$ cat src/rtl/pulse_train_scheduler_if.sv
// Requester handshakes, abort and serial-output signals of the pulse train scheduler.
interface pulse_train_scheduler_if #(
    parameter int WIDTH = 8,
    parameter int CNT_W = 4
);
    logic             req0_valid;
    logic [WIDTH-1:0] req0_pattern;
    logic [CNT_W-1:0] req0_repeat;
    logic             req0_ready;
    logic             req1_valid;
    logic [WIDTH-1:0] req1_pattern;
    logic [CNT_W-1:0] req1_repeat;
    logic             req1_ready;
    logic             abort;
    logic             pulse;
    logic             frame_start;
    logic             busy;
    logic             grant_id;
    logic             done;
    logic             aborted;

    modport master (
        output req0_valid, req0_pattern, req0_repeat, input req0_ready,
        output req1_valid, req1_pattern, req1_repeat, input req1_ready,
        output abort,
        input  pulse, frame_start, busy, grant_id, done, aborted
    );

    modport slave (
        input  req0_valid, req0_pattern, req0_repeat, output req0_ready,
        input  req1_valid, req1_pattern, req1_repeat, output req1_ready,
        input  abort,
        output pulse, frame_start, busy, grant_id, done, aborted
    );
endinterface

$ cat src/rtl/pulse_train_scheduler.sv
// Round-robin arbiter plus MSB-first serializer that streams a pattern (repeat+1)
// times back-to-back, then reports done, or aborted when cancelled mid-stream.
module pulse_train_scheduler #(
    parameter int WIDTH = 8,
    parameter int CNT_W = 4
) (
    input  logic                     Clk,
    input  logic                     Reset_n,
    pulse_train_scheduler_if.slave   bus
);
    localparam int BW = (WIDTH > 1) ? $clog2(WIDTH) : 1;

    typedef enum logic [1:0] {IDLE, SHIFT, DONE} state_t;

    state_t           state_q, state_d;
    logic [WIDTH-1:0] shreg_q, shreg_d;
    logic [WIDTH-1:0] held_pat_q, held_pat_d;
    logic [CNT_W-1:0] rep_cnt_q, rep_cnt_d;
    logic [BW-1:0]    bit_cnt_q, bit_cnt_d;
    logic             grant_id_q, grant_id_d;
    logic             last_grant_q, last_grant_d;
    logic             aborted_q, aborted_d;
    logic             pick0, pick1;

    // Ready is gated by Reset_n so nothing looks accepted while reset is held.
    always_comb begin
        pick0 = 1'b0;
        pick1 = 1'b0;
        if (state_q == IDLE && Reset_n) begin
            if (bus.req0_valid && bus.req1_valid) begin
                pick0 = last_grant_q;
                pick1 = ~last_grant_q;
            end else begin
                pick0 = bus.req0_valid;
                pick1 = bus.req1_valid;
            end
        end
    end

    always_comb begin
        state_d      = state_q;
        shreg_d      = shreg_q;
        held_pat_d   = held_pat_q;
        rep_cnt_d    = rep_cnt_q;
        bit_cnt_d    = bit_cnt_q;
        grant_id_d   = grant_id_q;
        last_grant_d = last_grant_q;
        aborted_d    = 1'b0;
        unique case (state_q)
            IDLE: begin
                if (pick0 || pick1) begin
                    shreg_d      = pick1 ? bus.req1_pattern : bus.req0_pattern;
                    held_pat_d   = pick1 ? bus.req1_pattern : bus.req0_pattern;
                    rep_cnt_d    = pick1 ? bus.req1_repeat  : bus.req0_repeat;
                    bit_cnt_d    = '0;
                    grant_id_d   = pick1;
                    last_grant_d = pick1;
                    state_d      = SHIFT;
                end
            end
            SHIFT: begin
                shreg_d   = shreg_q << 1;
                bit_cnt_d = bit_cnt_q + 1'b1;
                if (bus.abort) begin
                    state_d   = IDLE;
                    aborted_d = 1'b1;
                end else if (bit_cnt_q == BW'(WIDTH - 1)) begin
                    if (rep_cnt_q != '0) begin
                        rep_cnt_d = rep_cnt_q - 1'b1;
                        shreg_d   = held_pat_q;
                        bit_cnt_d = '0;
                    end else begin
                        state_d = DONE;
                    end
                end
            end
            DONE:    state_d = IDLE;
            default: state_d = IDLE;
        endcase
    end

    always_ff @(posedge Clk) begin
        if (!Reset_n) begin
            state_q      <= IDLE;
            shreg_q      <= '0;
            held_pat_q   <= '0;
            rep_cnt_q    <= '0;
            bit_cnt_q    <= '0;
            grant_id_q   <= 1'b0;
            last_grant_q <= 1'b1;
            aborted_q    <= 1'b0;
        end else begin
            state_q      <= state_d;
            shreg_q      <= shreg_d;
            held_pat_q   <= held_pat_d;
            rep_cnt_q    <= rep_cnt_d;
            bit_cnt_q    <= bit_cnt_d;
            grant_id_q   <= grant_id_d;
            last_grant_q <= last_grant_d;
            aborted_q    <= aborted_d;
        end
    end

    assign bus.req0_ready  = pick0;
    assign bus.req1_ready  = pick1;
    assign bus.pulse       = (state_q == SHIFT) & shreg_q[WIDTH-1];
    assign bus.frame_start = (state_q == SHIFT) & (bit_cnt_q == '0);
    assign bus.busy        = (state_q == SHIFT) | (state_q == DONE);
    assign bus.done        = (state_q == DONE);
    assign bus.grant_id    = grant_id_q;
    assign bus.aborted     = aborted_q;
endmodule

$ cat src/flat_wrapper.sv
// flat-port wrapper written by rule: the top's interface ports become plain ports
module pulse_train_scheduler_flat 
#(
    parameter int WIDTH = 8,
    parameter int CNT_W = 4
)
  (Clk, Reset_n, bus_req0_valid, bus_req0_pattern, bus_req0_repeat, bus_req0_ready, bus_req1_valid, bus_req1_pattern, bus_req1_repeat, bus_req1_ready, bus_abort, bus_pulse, bus_frame_start, bus_busy, bus_grant_id, bus_done, bus_aborted);
  pulse_train_scheduler_if #(.WIDTH(WIDTH), .CNT_W(CNT_W)) bus_i ();
  input  logic Clk;
  input  logic Reset_n;
  input wire logic [$bits(bus_i.req0_valid)-1:0] bus_req0_valid;
  input wire logic [$bits(bus_i.req0_pattern)-1:0] bus_req0_pattern;
  input wire logic [$bits(bus_i.req0_repeat)-1:0] bus_req0_repeat;
  output wire logic [$bits(bus_i.req0_ready)-1:0] bus_req0_ready;
  input wire logic [$bits(bus_i.req1_valid)-1:0] bus_req1_valid;
  input wire logic [$bits(bus_i.req1_pattern)-1:0] bus_req1_pattern;
  input wire logic [$bits(bus_i.req1_repeat)-1:0] bus_req1_repeat;
  output wire logic [$bits(bus_i.req1_ready)-1:0] bus_req1_ready;
  input wire logic [$bits(bus_i.abort)-1:0] bus_abort;
  output wire logic [$bits(bus_i.pulse)-1:0] bus_pulse;
  output wire logic [$bits(bus_i.frame_start)-1:0] bus_frame_start;
  output wire logic [$bits(bus_i.busy)-1:0] bus_busy;
  output wire logic [$bits(bus_i.grant_id)-1:0] bus_grant_id;
  output wire logic [$bits(bus_i.done)-1:0] bus_done;
  output wire logic [$bits(bus_i.aborted)-1:0] bus_aborted;
  assign bus_i.req0_valid = bus_req0_valid;
  assign bus_i.req0_pattern = bus_req0_pattern;
  assign bus_i.req0_repeat = bus_req0_repeat;
  assign bus_req0_ready = bus_i.req0_ready;
  assign bus_i.req1_valid = bus_req1_valid;
  assign bus_i.req1_pattern = bus_req1_pattern;
  assign bus_i.req1_repeat = bus_req1_repeat;
  assign bus_req1_ready = bus_i.req1_ready;
  assign bus_i.abort = bus_abort;
  assign bus_pulse = bus_i.pulse;
  assign bus_frame_start = bus_i.frame_start;
  assign bus_busy = bus_i.busy;
  assign bus_grant_id = bus_i.grant_id;
  assign bus_done = bus_i.done;
  assign bus_aborted = bus_i.aborted;
  pulse_train_scheduler #(.WIDTH(WIDTH), .CNT_W(CNT_W)) u_core (.Clk(Clk), .Reset_n(Reset_n), .bus(bus_i));
endmodule
$ cat config.mk
export PLATFORM = sky130hd
export DESIGN_NAME = pulse_train_scheduler_flat
export DESIGN_NICKNAME = d
export VERILOG_FILES = /design/src/rtl/pulse_train_scheduler_if.sv /design/src/rtl/pulse_train_scheduler.sv /design/src/flat_wrapper.sv
export SDC_FILE = /design/constraint.sdc
export NUM_CORES = 1
export LEC_CHECK = 0
export BUFFER_PORTS_ARGS = -buffer_cell sky130_fd_sc_hd__clkbuf_2
export CORE_UTILIZATION = 54
export DETAILED_ROUTE_END_ITERATION = 12
export PLACE_DENSITY = 0.9
export SYNTH_ARGS = -nofsm -noshare
export SYNTH_HDL_FRONTEND = slang
export SYNTH_SLANG_ARGS = --single-unit
export TNS_END_PERCENT = 30
$ cat constraint.sdc
create_clock -name Clk -period 2.1 [get_ports Clk]
set_input_delay 0.315 -clock Clk [delete_from_list [all_inputs] [get_ports Clk]]
set_output_delay 0.315 -clock Clk [all_outputs]
set_load 0.05 [all_outputs]
==> results of run 1 <==
==> cell usage after synthesis <==
cell        n  share of area, %
dfxtp_1    28                32
o21ai_1     1              0.29
nor2_2      1              0.36
clkinv_1    1              0.21
and4_1      1              0.50
buf_2       5               1.4
a221oi_1    7               3.5
nor2b_1    15               5.4
nor3_1      4               1.1
o21a_1      1              0.43
a211o_1     1              0.50
o31ai_1     2              0.86
nor2_1      7               1.5
mux2i_1    10               5.7
o21ai_0    20               5.7
buf_8       2               1.7
or3_1       1              0.36
a21oi_1    17               4.9
buf_4       1              0.43
nand3_1     8               2.3
o211ai_2    1              0.72
nor3b_2     1              0.72
ha_1        8               5.7
o31a_1      2               1.0
nand3_2     1              0.57
nand4_2     1              0.72
mux2_2      1              0.64
nand2_1    25               5.4
o32ai_1     1              0.50
nand3b_1    1              0.43
a211oi_1    2              0.86
clkbuf_1    5               1.1
a32oi_1     1              0.50
nand2b_1    2              0.72
a31o_2      1              0.50
o211a_1     1              0.57
inv_2       1              0.21
a31oi_1     9               3.2
inv_1      11               2.4
and2_1      1              0.36
and3_1      2              0.72
nor4_1      2              0.72
buf_6       2               1.3
nand4bb_1   1              0.64
a311o_1     1              0.57
==> timing repair <==
action / 4_1_cts / 5_1_grt
gates resized for setup: 0 / 7
endpoints found under the setup margin: 0 / 16
buffers inserted: 0 / 3
==> logic make-up after synthesis <==
group,count (synthesis),share of synthesized area [%]
and+or+nand+nor,74,22.5
AOI/OAI and AO/OA,68,24.6
muxes,11,6.37
adders and majority gates,8,5.73
buffers and inverters,28,8.73
DFF,28,32.1
==> critical path, cell delays in order, from the launching register on <==
cell and delay [ns]:
dfxtp_1 0.36, inv_1 0.10, ha_1 0.21, buf_6 0.24, and2_1 0.17, clkbuf_2 0.27
==> routing by layer <==
layer,vias up,GRT usage (%)
met4,0,6.80
li1,858,-
met1,793,35.6
met3,4,3.96
met5,-,0
met2,76,44.0
==> sequential cells by signal, indices dropped and copies added, names as in the netlist <==
signal,cells
u_core.bus.grant_id,1
u_core.bit_cnt_q,3
u_core.rep_cnt_q,4
u_core.last_grant_q,1
u_core.held_pat_q,8
u_core.shreg_q,8
u_core.bus.aborted,1
u_core.state_q,2
==> area by class of cell <==
cell class / instances / share of cell area [%]
Clock buffer: 3 / 1.10
Clock inverter: 1 / 1.47
Inverter: 13 / 2.51
Multi-Input combinational cell: 161 / 50.7
Sequential cell: 28 / 27.5
Tap cell: 44 / 2.70
Timing Repair Buffer: 49 / 14.0
==> power breakdown <==
group          switching (mW)  total (mW)  leakage [nW]  internal [mW]
combinational           0.307       0.503         0.618          0.196
sequential             0.0405       0.634         0.231          0.593
clock                   0.167       0.360        0.0279          0.193
total                   0.514        1.50         0.876          0.983
==> through the flow <==
stage | instance area [sq um] | hold slack [ns]
after floorplan | 1750 | 0.449
after global placement | 1950 | 0.447
after detailed placement | 1950 | 0.471
after CTS | 2010 | 0.201
after global routing | 2040 | 0.207
final | 2040 | 0.206
==> path summary, 6_finish.rpt <==
kind | endpoint | startpoint | slack, ns | depth (start not counted)
worst max-delay path | bus_pulse | u_core.state_q[1] | 0.1 | 5
worst min-delay path | u_core.held_pat_q[2] | bus_req0_pattern[2] | 0.21 | 3
worst max register to register | u_core.rep_cnt_q[2] | u_core.state_q[1] | 0.18 | 7
worst min register to register | u_core.bit_cnt_q[0] | u_core.bit_cnt_q[0] | 0.49 | 2
==> metrics.yaml, run 1 <==
status: "finished clean"
fin_skew_ns: 0.00167
wl_met3_um: 307
ys_warn_count: 0
syn_inst: 217
synth_nets: 254
grt_pass1_wl_um: 6930
postCtsHoldBufs: 0
setup_tns_ns: 0
drc: 0
synth_area_sq_um: 1750
cts_made_buffers: 3
register_area_sq_um: 561
clk_pin_slew_ns: 0.16
max_clock_freq_mhz: 500
drtIter0Drc: 99
place_inst: 292
final_cell_mix: "clkbuf_2 (34), dfxtp_1 (28), nand2_1 (25)"
ioPinCount: 37
clock_latency_ns: 0.33
crit_fanout: 27
clockRootBuffer: "clkbuf_4"
final_common_cell: "clkbuf_2"
cts_buffer_depth: 2
die-area_sq_um: 3470
antenna_found_initial: 0
synth_seq_cells: 28
crit_arrival_ns: 1.69
portBuffers: 36
wl_met2_um: 2020
hold_violations: 0
gp_congestion: 0.870
crit_required_ns: 1.78
wire_per_inst_um: 14.0
drt-pass1-iter-count: 4
grt_start_max_net_pins: 28
rows: 20
cts_tree: "built"
critPathKind: "reg2out"
diodes: 0
timing.final.crit_share_pct: 95.3
nFillCells: 258
relSlewSlack_pct: 56.0
synthDistinctLibCells: 45
layout.nets: 293
instances_no_fill: 299
ir_drop_mv: 0.410
fin_ws_ns: 0.0994
critPathCaptureType: "output port"
start_util_pct: 57.3
setup_viol: 0
track_usage_pct: 26.4
dpl.hpwl_um: 3050
hp-class: "in2reg"
die_w_um: 58.9
finalPower_mw: 1.50
period_needed_ns: 2.00
leakagePower_nw: 0.876
avgSynthCellArea_sq_um: 8.05
fp.dieH_um: 58.9
drive_above_1_share_pct: 23.9
slew_viol_final: 0
worstMarginPinSlew_ns: 0.656
vias: 1731
syn2layout_area_growth_pct: 16.8
place_ws_ns: 0.188
postRouteAntennaNets: 0
top_layer: "met4"
crit_path_start_kind: "flip-flop"
core-area_sq_um: 3050
max-cap-violations: 0
power_density_nw_per_um2: 734
vias_per_cell: 5.79
multi_input_area_sq_um: 1030
seq_area_frac_synth_pct: 32.1
grt-ovfl-total: 0
htreeDepth: 1
clock_sinks: 28
grt_pass1_vias: 1554
wl_um: 4190
post-route-util_pct: 66.8
met1_length_um: 1830
Power figures use the tool's default switching activity.
==> run 2, diff against run 1 <==
--- a/config.mk
+++ b/config.mk
@@ -6,9 +6,10 @@
 export NUM_CORES = 1
 export LEC_CHECK = 0
 export BUFFER_PORTS_ARGS = -buffer_cell sky130_fd_sc_hd__clkbuf_2
-export CORE_UTILIZATION = 54
+export CORE_UTILIZATION = 31
 export DETAILED_ROUTE_END_ITERATION = 12
-export PLACE_DENSITY = 0.9
+export PLACE_DENSITY = 0.61
+export SKIP_CTS_REPAIR_TIMING = 1
 export SYNTH_ARGS = -nofsm -noshare
 export SYNTH_HDL_FRONTEND = slang
 export SYNTH_SLANG_ARGS = --single-unit
==> run 2 against run 1 <==
Sequential share of layout area decreased by 0.28 points. Sequential power about the same. Register-to-register slack improved by 0.08 ns. First-iteration DRC count increased by 3.0%. Routed wire length decreased by 2.7%. Non-clock buffer count decreased by 3. Highest routed layer unchanged.
==> metrics.yaml, run 2 (synthesis gave the netlist of run 1 again) <==
status: "finished clean"
clockRootBuffer: "clkbuf_8"
antenna_found_initial: 0
busiest_layer: "met2"
fin_skew_ns: 0.00449
use_met1_pct: 18.7
cts_made_buffers: 3
crit_required_ns: 1.78
critPathKind: "reg2out"
grt_pass1_wl_um: 7070
fin_area_sq_um: 2060
ir_drop_mv: 0.315
nFillCells: 562
worstMarginPinSlew_ns: 0.445
ioPinCount: 37
wire_per_inst_um: 12.7
crit_fanout: 13
crit_path_start_kind: "flip-flop"
largestRegisters: "u_core.held_pat_q (8), u_core.shreg_q (8), u_core.rep_cnt_q (4)"
hold_violations: 0
hp-class: "in2reg"
clock_sinks: 28
final_cell_mix: "clkbuf_2 (36), dfxtp_1 (28), nand2_1 (25)"
fp.dieH_um: 77.1
syn2layout_area_growth_pct: 18.0
drc: 0
start_util_pct: 33.2
htreeDepth: 1
slew_viol_final: 0
drt-pass1-iter-count: 4
grt_pass1_vias: 1549
grt-ovfl-total: 0
period_needed_ns: 1.99
vias_per_cell: 5.15
core-area_sq_um: 5270
clock_latency_ns: 0.28
vias: 1659
grt_start_max_net_pins: 20
setup_tns_ns: 0
max-cap-violations: 0
final_common_cell: "clkbuf_2"
portBuffers: 36
drive_above_1_share_pct: 23.4
die-area_sq_um: 5940
max_clock_freq_mhz: 501
crit_arrival_ns: 1.68
diodes: 0
postRouteAntennaNets: 0
die_w_um: 77.1
timing.final.crit_share_pct: 95.0
placed_area_sq_um: 1990
gp_congestion: 0.817
wl_um: 4080
rows: 26
drtIter0Drc: 102
clk_pin_slew_ns: 0.10
cts_buffer_depth: 2
rsz0062_at_grt: "no"
grt_use_met2_pct: 25.1
leakagePower_nw: 0.867
r2r_slack_ns: 0.26
critPathCaptureType: "output port"
track_usage_pct: 14.6
relSlewSlack_pct: 70.3
setup_viol: 0
grt_use_met3_pct: 1.90
power_density_nw_per_um2: 753
layout.nets: 290
cts_tree: "built"
dpl.hpwl_um: 3000
## run 2: cell types whose count changed in the layout (fill, tap and decap cells not counted)
cell | previous run | this run
o21ai_0 | 19 | 20
ha_2 | 0 | 1
buf_4 | 12 | 10
clkbuf_2 | 34 | 36
clkbuf_4 | 5 | 0
clkbuf_8 | 0 | 3
clkinv_2 | 0 | 1
buf_6 | 1 | 0
ha_1 | 8 | 7
o21ai_1 | 2 | 1
inv_4 | 1 | 0
## run 2: per-layer routing
metal / vias up / part of all wire (%)
met5: - / 0
met4: 0 / 1.4
met3: 4 / 3.5
met2: 40 / 47
met1: 762 / 48
li1: 853 / -
## run 2: power breakdown
group          internal [mW]  switching, mW  leakage, nW  total, mW
sequential             0.593         0.0399        0.231      0.633
combinational          0.189          0.296        0.601      0.486
clock                  0.255          0.178       0.0357      0.433
## run 2: worst paths after layout
check | start | to | depth (start not counted)
setup / recovery | u_core.state_q[0] | bus_req1_ready | 5
hold / removal | bus_req1_pattern[4] | u_core.held_pat_q[4] | 3
setup reg to reg | u_core.rep_cnt_q[0] | u_core.shreg_q[7] | 6
hold reg to reg | u_core.bus.grant_id | u_core.bus.grant_id | 2
## run 2: stage by stage
| step | hold WS [ns] | total power [mW] | instances | util [%] | setup WS [ns] |
|---|---|---|---|---|---|
| after detailed placement | 0.455 | 1.13 | 318 | 37.7 | 0.284 |
| after CTS | 0.269 | 1.56 | 322 | 39.1 | 0.0682 |
| final | 0.273 | 1.55 | 322 | 39.1 | 0.105 |
| after floorplan | 0.449 | 1.00 | 217 | - | 0.0265 |
| after global placement | 0.450 | 1.12 | 318 | 37.7 | 0.298 |
| after global routing | 0.280 | 1.65 | 322 | 39.1 | 0.00423 |
## run 2: area by class of cell
| cell class | count | area [sq um] | share of cell area (%) |
|---|---|---|---|
| Tap cell | 70 | 87.6 | 4.25 |
| Multi-Input combinational cell | 161 | 1040 | 50.3 |
| Timing Repair Buffer | 46 | 255 | 12.4 |
| Clock buffer | 3 | 41.3 | 2.00 |
| Inverter | 13 | 50.0 | 2.43 |
| Sequential cell | 28 | 561 | 27.2 |
| Clock inverter | 1 | 30.0 | 1.46 |
## run 2: critical path: stages (launching register included)
cell and delay, ns:
dfxtp_1 0.38, inv_1 0.09, ha_1 0.24, nand4_2 0.14, clkinv_2 0.24, clkbuf_2 0.32
